`src/rtl/apb_rr_arbiter.sv`:
```
// apb_rr_arbiter: shares one downstream APB master port among MASTER_PORTS
// requesters with round-robin grant and an ACCESS-phase timeout.
module apb_rr_arbiter #(
  parameter int BUS_WIDTH    = 16,
  parameter int DATA_WIDTH   = 16,
  parameter int MASTER_PORTS = 4,
  parameter int TIMEOUT      = 255,
  parameter int ERRW         = 8
) (
  input  logic                               clk,
  input  logic                               reset,
  input  logic [MASTER_PORTS*BUS_WIDTH-1:0]  S_PADDR,
  input  logic [MASTER_PORTS-1:0]            S_PWRITE,
  input  logic [MASTER_PORTS-1:0]            S_PSELx,
  input  logic [MASTER_PORTS-1:0]            S_PENABLE,
  input  logic [MASTER_PORTS*DATA_WIDTH-1:0] S_PWDATA,
  output logic [MASTER_PORTS*DATA_WIDTH-1:0] S_PRDATA,
  output logic [MASTER_PORTS-1:0]            S_PREADY,
  output logic [MASTER_PORTS-1:0]            S_PSLVERR,
  output logic [BUS_WIDTH-1:0]               M_PADDR,
  output logic                               M_PWRITE,
  output logic                               M_PSEL,
  output logic                               M_PENABLE,
  output logic [DATA_WIDTH-1:0]              M_PWDATA,
  input  logic [DATA_WIDTH-1:0]              M_PRDATA,
  input  logic                               M_PREADY,
  output logic [MASTER_PORTS-1:0]            grant,
  output logic [ERRW-1:0]                    err_count
);

  localparam int AW = (MASTER_PORTS > 1) ? $clog2(MASTER_PORTS) : 1;
  localparam int TW = (TIMEOUT > 1) ? $clog2(TIMEOUT) : 1;

  typedef enum logic [1:0] {
    IDLE,
    SETUP,
    ACCESS
  } state_t;

  state_t          state;
  logic [AW-1:0]   active;
  logic [AW-1:0]   last;
  logic [TW-1:0]   tcnt;
  logic [AW-1:0]   pick;
  logic [AW-1:0]   cand;
  logic            found;
  logic            busy;
  logic            acc;
  logic            tmo;
  logic            done;
  logic            unused_penable;

  // Masters drive their own PENABLE, but the arbiter sequences the phases.
  assign unused_penable = ^S_PENABLE;

  assign busy = (state != IDLE);
  assign acc  = (state == ACCESS);
  assign tmo  = (TIMEOUT != 0) && (tcnt == TW'(TIMEOUT - 1));
  assign done = acc && (M_PREADY || tmo);

  assign M_PSEL    = busy;
  assign M_PENABLE = acc;

  // First requester after the previous owner, wrapping around.
  always_comb begin
    pick  = last;
    cand  = '0;
    found = 1'b0;
    for (int k = 1; k <= MASTER_PORTS; k++) begin
      cand = AW'((int'(last) + k) % MASTER_PORTS);
      if (!found && S_PSELx[cand]) begin
        pick  = cand;
        found = 1'b1;
      end
    end
  end

  always_ff @(posedge clk) begin
    if (reset) begin
      state     <= IDLE;
      active    <= '0;
      last      <= AW'(MASTER_PORTS - 1);
      tcnt      <= '0;
      err_count <= '0;
    end else begin
      unique case (state)
        IDLE: begin
          if (|S_PSELx) begin
            active <= pick;
            state  <= SETUP;
          end
        end
        SETUP: begin
          tcnt  <= '0;
          state <= ACCESS;
        end
        ACCESS: begin
          tcnt <= tcnt + 1'b1;
          if (M_PREADY || tmo) begin
            last  <= active;
            state <= IDLE;
            if (!M_PREADY && !(&err_count))
              err_count <= err_count + 1'b1;
          end
        end
        default: state <= IDLE;
      endcase
    end
  end

  always_comb begin
    M_PADDR   = '0;
    M_PWRITE  = 1'b0;
    M_PWDATA  = '0;
    grant     = '0;
    S_PREADY  = '0;
    S_PSLVERR = '0;
    S_PRDATA  = '0;
    for (int i = 0; i < MASTER_PORTS; i++) begin
      if (busy && (active == AW'(i))) begin
        M_PADDR      = S_PADDR[i*BUS_WIDTH +: BUS_WIDTH];
        M_PWRITE     = S_PWRITE[i];
        M_PWDATA     = S_PWDATA[i*DATA_WIDTH +: DATA_WIDTH];
        grant[i]     = 1'b1;
        S_PREADY[i]  = done;
        S_PSLVERR[i] = done && !M_PREADY;
        if (done && M_PREADY)
          S_PRDATA[i*DATA_WIDTH +: DATA_WIDTH] = M_PRDATA;
      end
    end
  end

endmodule

```
`config.mk`:
```
export PLATFORM = sky130hd
export DESIGN_NAME = apb_rr_arbiter
export DESIGN_NICKNAME = d
export VERILOG_FILES = /design/src/rtl/apb_rr_arbiter.sv
export SDC_FILE = /design/constraint.sdc
export NUM_CORES = 1
export LEC_CHECK = 0
export CAP_MARGIN = 20
export CORE_AREA = 3 3 107 109
export CTS_BUF_LIST = sky130_fd_sc_hd__clkbuf_8
export DETAILED_ROUTE_END_ITERATION = 12
export DIE_AREA = 0 0 110 112
export PLACE_DENSITY = 0.67
export SLEW_MARGIN = 15
export SYNTH_ARGS = -nofsm -noshare
export SYNTH_HDL_FRONTEND = slang
export SYNTH_SLANG_ARGS = --single-unit
```
`constraint.sdc`:
```
create_clock -name clk -period 3 [get_ports clk]
set_clock_uncertainty 0.2 [all_clocks]
set_input_delay 0.3 -clock clk [delete_from_list [all_inputs] [get_ports clk]]
set_output_delay 0.3 -clock clk [all_outputs]
set_load 0.01 [all_outputs]
```
==> flow_metrics.env, run 1 <==
export IMPL_synth_area_top_cells="mux4_2, dfxtp_1, nor2_1"
export IMPL_ys_seq_area_share_pct=16.8
export IMPL_synthArstFlopShare_pct=0
export IMPL_port_buffer_count=273
export IMPL_hpwl_mm=11.9
export IMPL_syn_nets=495
export IMPL_syn_to_final_growth_pct=114
export IMPL_cts_resized_gates=0
export IMPL_clockBufferDepth=2
export IMPL_grt_overflow=0
export IMPL_cts_tree="built"
export IMPL_grtUsageTotal_pct=21.2
export IMPL_drtAntennaViolNets=0
export IMPL_status="finished clean"
export IMPL_fin_nets=762
export IMPL_r2r_start="state[0]$_SDFFE_PP0P_"
export IMPL_root_buffer="clkbuf_8"
export IMPL_synthDistinctLibCells=40
export IMPL_fin_crit_sh_pct=94.9
export IMPL_clock_sinks=22
export IMPL_synth_cell_area_um2=2630
export IMPL_final_min_clock_period_ns=2.85
export IMPL_ios=278
export IMPL_hold_buffers=0
export IMPL_critPathRequiredTime_ns=2.50
export IMPL_initial_core_util_pct=24.5
export IMPL_path_clk_slew_ns=0.08
export IMPL_syn_avg_cell_area_um2=7.98
export IMPL_critPathLaunchType="flop"
export IMPL_routed_wl_mm=13.9
export IMPL_first_pass_iters=4
export IMPL_worst_slack_ns=0.154
export IMPL_row_count=38
export IMPL_drive_above_1_share_pct=9.24
export IMPL_yosysWarnings=0
export IMPL_drtIter0Drc=209
export IMPL_p_clk_share_pct=16.9
export IMPL_clk_insertion_delay_late_ns=0.26
export IMPL_rr_worst_depth=6
export IMPL_switching_share_pct=32.4
export IMPL_p_sw_uw=534
export IMPL_synth_top_area_share_pct=28.3
export IMPL_final_cell_mix="clkdlybuf4s50_1, nor2_1, and2_1, mux4_2, nand2_1"
export IMPL_fp_dieH_um=112
export IMPL_path_max_fanout=14
export IMPL_gp_congestion=0.877
export IMPL_hp_class="flop to flop"
export IMPL_slew_headroom_pct=47.8
export IMPL_syn_inst=329
export IMPL_numCtsBuffers=3
export IMPL_core_area_um2=10700
export IMPL_dieArea_um2=12300
export IMPL_rr_endpoint="err_count[3]$_SDFFE_PP0P_"
export IMPL_setup_violations=0
export IMPL_ys_flop_type="dfxtp_1"
export IMPL_max_cap_violations=0
export IMPL_worst_slew_pin_transition_ns=0.780
export IMPL_end_kind="primary output"
export IMPL_finalHoldViolations=0
export IMPL_wl_per_cell_um=18.8
export IMPL_vias=3555
export IMPL_h_tree_depth=1
export IMPL_hp_start="tcnt[7]$_SDFFE_PP0P_"
export IMPL_dp_cells=731
export IMPL_ys_ff_latch=22
export IMPL_fillers=1021
export IMPL_antenna_found_initial=15
export IMPL_synth_top_area_cell="mux4_2"
export IMPL_hold_path_depth=2
export IMPL_combPwrFrac_pct=62.7
export IMPL_fin_cells=737
export IMPL_rsz0062_at_grt="false"
export IMPL_whs_endpoint="tcnt[7]$_SDFFE_PP0P_"
export IMPL_max_clock_freq_mhz=351
export IMPL_crit_type="flop to primary output"
export IMPL_worst_ep_arrival_time_ns=2.35
export IMPL_grt_pass1_wl_mm=20.0
export IMPL_power_density_nw_per_um2=293
export IMPL_cts_setup_buffers=0
export IMPL_drcViolationCount=0
export IMPL_seqPwrFrac_pct=20.4
export IMPL_layout_commonest_cell="clkdlybuf4s50_1"
export IMPL_peakVddDrop_mv=0.214
export IMPL_via_per_inst=4.82
export IMPL_synth_edf_count=0
export IMPL_r2r_setup_slack_ns=0.33
export IMPL_grt_pass1_vias=3543
export IMPL_die_width_um=110
export IMPL_totalNegativeSetupSlack_ns=0
export IMPL_place_ws_ns=0.301
export IMPL_slew_violations=0
export IMPL_leakagePower_nw=1.93
export IMPL_grt_max_degree=27
export IMPL_power_internal_mw=1.11
power groups by stage:
| stage | Clock [mW] | Sequential, mW | Combinational [mW] |
|---|---|---|---|
| final | 0.278 | 0.336 | 1.03 |
| after global routing | 0.301 | 0.341 | 1.11 |
| after CTS | 0.284 | 0.337 | 1.04 |
| after detailed placement | 0 | 0.344 | 1.04 |
| after global placement | 0 | 0.343 | 1.02 |
| after floorplan | 0 | 0.317 | 0.502 |
final cells by class:
| type | instances | area (um^2) | area share [%] |
|---|---|---|---|
| diodes | 2 | 5.00 | 0.0889 |
| clock buffers | 3 | 41.3 | 0.733 |
| clock inverters | 1 | 30.0 | 0.533 |
| inverters | 13 | 48.8 | 0.867 |
| multi-input cells | 269 | 2040 | 36.2 |
| flip-flops and latches | 22 | 443 | 7.87 |
| well taps | 140 | 175 | 3.11 |
| repair buffers | 287 | 2850 | 50.6 |
stage by stage:
stage               utilization [%]  area, um^2  power [mW]  hold slack (ns)
global placement               51.9        5550        1.37            0.275
CTS                            52.6        5620        1.66            0.293
detailed placement             51.9        5550        1.38            0.280
finish                         52.6        5630        1.65            0.297
floorplan                         -        2630       0.819            0.258
global route                   52.6        5630        1.75            0.349
cell usage after synthesis, types with 2 or more instances:
master    count
nor4_1        2
nand3b_1      2
or4_1         6
a21oi_1      14
clkbuf_1     17
nor2_1       84
o41ai_1       2
dfxtp_1      22
xor2_1        4
buf_2         5
inv_1        12
o21ai_0       4
nand2b_1      7
mux2i_1       4
mux4_2       33
nand3_1       7
a311oi_1      2
ha_1          7
buf_1         3
and3_1        2
or3_1         5
nor3_1        4
and2_1       34
o21a_1        2
nand2_1      23
o31ai_1       3
o221ai_1      2
nand4_1       4
nor3b_1       2
registers in the layout, summed over array words and instances (netlist names):
signal     cells
err_count      8
tcnt           8
active         2
last           2
state          2
logic make-up (layout without fill, tap and decap cells):
group           Yosys count  after routing  synth area share (%)
mux                      37             37                  29.8
simple gates            185            185                  34.1
fa+ha+maj                 7              7                  3.34
xor+xnor                  4              4                  1.33
buf+inv                  38            304                  5.67
other cells               0              2                     0
compound gates           36             36                  8.96
flops                    22             22                  16.8
per-layer routing:
layer  share of wire (%)  GRT usage (%)
met3                  15           11.8
met5                 1.0              0
met1                  37           24.6
met2                  46           34.7
met4                 1.4           3.33
worst max-delay path: stages, from the launching register on:
cell	delay, ns
dfxtp_1	0.37
inv_1	0.09
ha_1	0.26
or3_1	0.44
buf_4	0.24
nor2_1	0.12
clkdlybuf4s50_1	0.55
how the worst max path moves through the flow:
stage / start / end / slack, ns / depth (start not counted)
CTS: state[0]$_SDFFE_PP0P_ / S_PRDATA[15] / 0.15 / 6
floorplan: state[0]$_SDFFE_PP0P_ / err_count[5]$_SDFFE_PP0P_ / 0.70 / 8
detailed placement: M_PREADY / S_PRDATA[51] / 0.30 / 6
finish: state[0]$_SDFFE_PP0P_ / S_PRDATA[9] / 0.15 / 6
global route: state[0]$_SDFFE_PP0P_ / S_PREADY[1] / 0.02 / 7
global placement: M_PREADY / S_PRDATA[51] / 0.32 / 6
Power figures use the tool's default switching activity.
==> inputs of run 2 (changes only) <==
--- a/config.mk
+++ b/config.mk
@@ -10,7 +10,8 @@
 export CTS_BUF_LIST = sky130_fd_sc_hd__clkbuf_8
 export DETAILED_ROUTE_END_ITERATION = 12
 export DIE_AREA = 0 0 110 112
-export PLACE_DENSITY = 0.67
+export GPL_TIMING_DRIVEN = 0
+export PLACE_DENSITY = 0.8
 export SLEW_MARGIN = 15
 export SYNTH_ARGS = -nofsm -noshare
 export SYNTH_HDL_FRONTEND = slang
==> flow_metrics.env, run 2 (same netlist as run 1, synthesis figures left out) <==
export IMPL_status="finished clean"
export IMPL_path_clk_slew_ns=0.10
export IMPL_syn_to_final_growth_pct=116
export IMPL_end_kind="primary output"
export IMPL_hold_path_depth=2
export IMPL_root_buffer="clkbuf_8"
export IMPL_rr_worst_depth=8
export IMPL_h_tree_depth=1
export IMPL_power_density_nw_per_um2=294
export IMPL_dr_max_layer_used="met5"
export IMPL_worst_slack_ns=0.120
export IMPL_top_regs="err_count: 8 flops, tcnt: 8 flops"
export IMPL_initial_core_util_pct=24.5
export IMPL_clk_insertion_delay_late_ns=0.28
export IMPL_dr_wl_met3_mm=2.34
export IMPL_cts_tree="built"
export IMPL_row_count=38
export IMPL_grt_max_degree=14
export IMPL_path_max_fanout=10
export IMPL_antenna_found_initial=18
export IMPL_dpl_cell_area_um2=5520
export IMPL_finalHoldViolations=0
export IMPL_fp_dieH_um=112
export IMPL_first_pass_iters=5
export IMPL_drtAntennaViolNets=0
export IMPL_fin_cells=751
export IMPL_routed_wl_mm=14.8
export IMPL_worst_ep_arrival_time_ns=2.38
export IMPL_port_buffer_count=272
export IMPL_gp_congestion=0.836
export IMPL_grt_pass1_vias=3629
export IMPL_fin_crit_sh_pct=96.0
export IMPL_slew_headroom_pct=67.6
export IMPL_crit_type="flop to primary output"
export IMPL_hpwl_mm=12.8
export IMPL_worst_slew_pin_transition_ns=0.485
export IMPL_critPathRequiredTime_ns=2.50
export IMPL_vias=3702
export IMPL_drive_above_1_share_pct=10.6
export IMPL_numCtsBuffers=3
export IMPL_hp_class="flop to flop"
export IMPL_hold_ws_ns=0.299
export IMPL_fin_area_um2=5670
export IMPL_grt_overflow=0
export IMPL_leakagePower_nw=1.94
export IMPL_layout_commonest_cell="clkdlybuf4s50_1"
export IMPL_wl_per_cell_um=19.6
export IMPL_drcViolationCount=0
export IMPL_dr_wl_met2_mm=6.77
export IMPL_clock_sinks=22
export IMPL_grtUsageTotal_pct=22.2
export IMPL_drtIter0Drc=242
export IMPL_setup_violations=0
export IMPL_grt_pass1_wl_mm=20.7
export IMPL_die_width_um=110
export IMPL_fin_total_pwr_mw=1.67
export IMPL_clockBufferDepth=2
export IMPL_place_ws_ns=-0.130
export IMPL_hold_buffers=0
export IMPL_final_cell_mix="clkdlybuf4s50_1, nor2_1, mux4_2, and2_1"
export IMPL_ios=278
export IMPL_final_min_clock_period_ns=2.88
export IMPL_peakVddDrop_mv=0.155
export IMPL_max_clock_freq_mhz=347
export IMPL_max_cap_violations=0
export IMPL_critPathLaunchType="flop"
export IMPL_dieArea_um2=12300
export IMPL_via_per_inst=4.93
export IMPL_slew_violations=0
export IMPL_dp_cells=741
export IMPL_core_area_um2=10700
export IMPL_drt_met1_wl_mm=5.33
export IMPL_fin_nets=773
[run 2: metal layers]
layer,up-vias,track usage (%)
met5,-,0
met4,26,2.24
met3,39,14.7
met2,178,36.4
met1,1723,24.8
li1,1736,-
[run 2: cell type report]
| class | instances | area (um^2) |
|---|---|---|
| fillers | 980 | 5020 |
| inverters | 13 | 52.6 |
| repair buffers | 275 | 2750 |
| clock buffers | 3 | 41.3 |
| multi-input cells | 269 | 2060 |
| well taps | 140 | 175 |
| diodes | 5 | 12.5 |
| plain buffers | 23 | 113 |
| clock inverters | 1 | 30.0 |
| flip-flops and latches | 22 | 440 |
[run 2: worst paths after layout]
| check | startpoint | end | slack [ns] |
|---|---|---|---|
| max | active[0]$_SDFFE_PP0P_ | M_PADDR[12] | 0.12 |
| min | state[0]$_SDFFE_PP0P_ | state[0]$_SDFFE_PP0P_ | 0.30 |
| max reg2reg | state[0]$_SDFFE_PP0P_ | err_count[5]$_SDFFE_PP0P_ | 0.52 |
| min reg2reg | state[0]$_SDFFE_PP0P_ | state[0]$_SDFFE_PP0P_ | 0.30 |
[run 2: power by group]
part           internal [mW]  switching [mW]
logic                  0.627           0.442
registers              0.303          0.0108
clock network          0.179           0.108
[run 2: stage by stage]
| step | setup TNS (ns) | utilization (%) |
|---|---|---|
| after floorplan | 0 | - |
| after global placement | -0.836 | 51.6 |
| after detailed placement | -1.49 | 51.6 |
| after CTS | 0 | 52.6 |
| after global routing | -0.00230 | 53.0 |
| final | 0 | 53.0 |
[run 2: critical path: stages (launching register included)]
cell             delay, ns
dfxtp_1               0.38
buf_4                 0.26
buf_4                 0.27
mux4_2                0.53
and2_1                0.18
clkdlybuf4s50_1       0.47
[run 2: repair_timing]
item	4_1_cts	5_1_grt
pin swaps	0	0
cloned	0	0
endpoints found under the setup margin	80	70
setup buffers	1	2
gates resized for setup	13	11
hold endpoints to repair	0	0
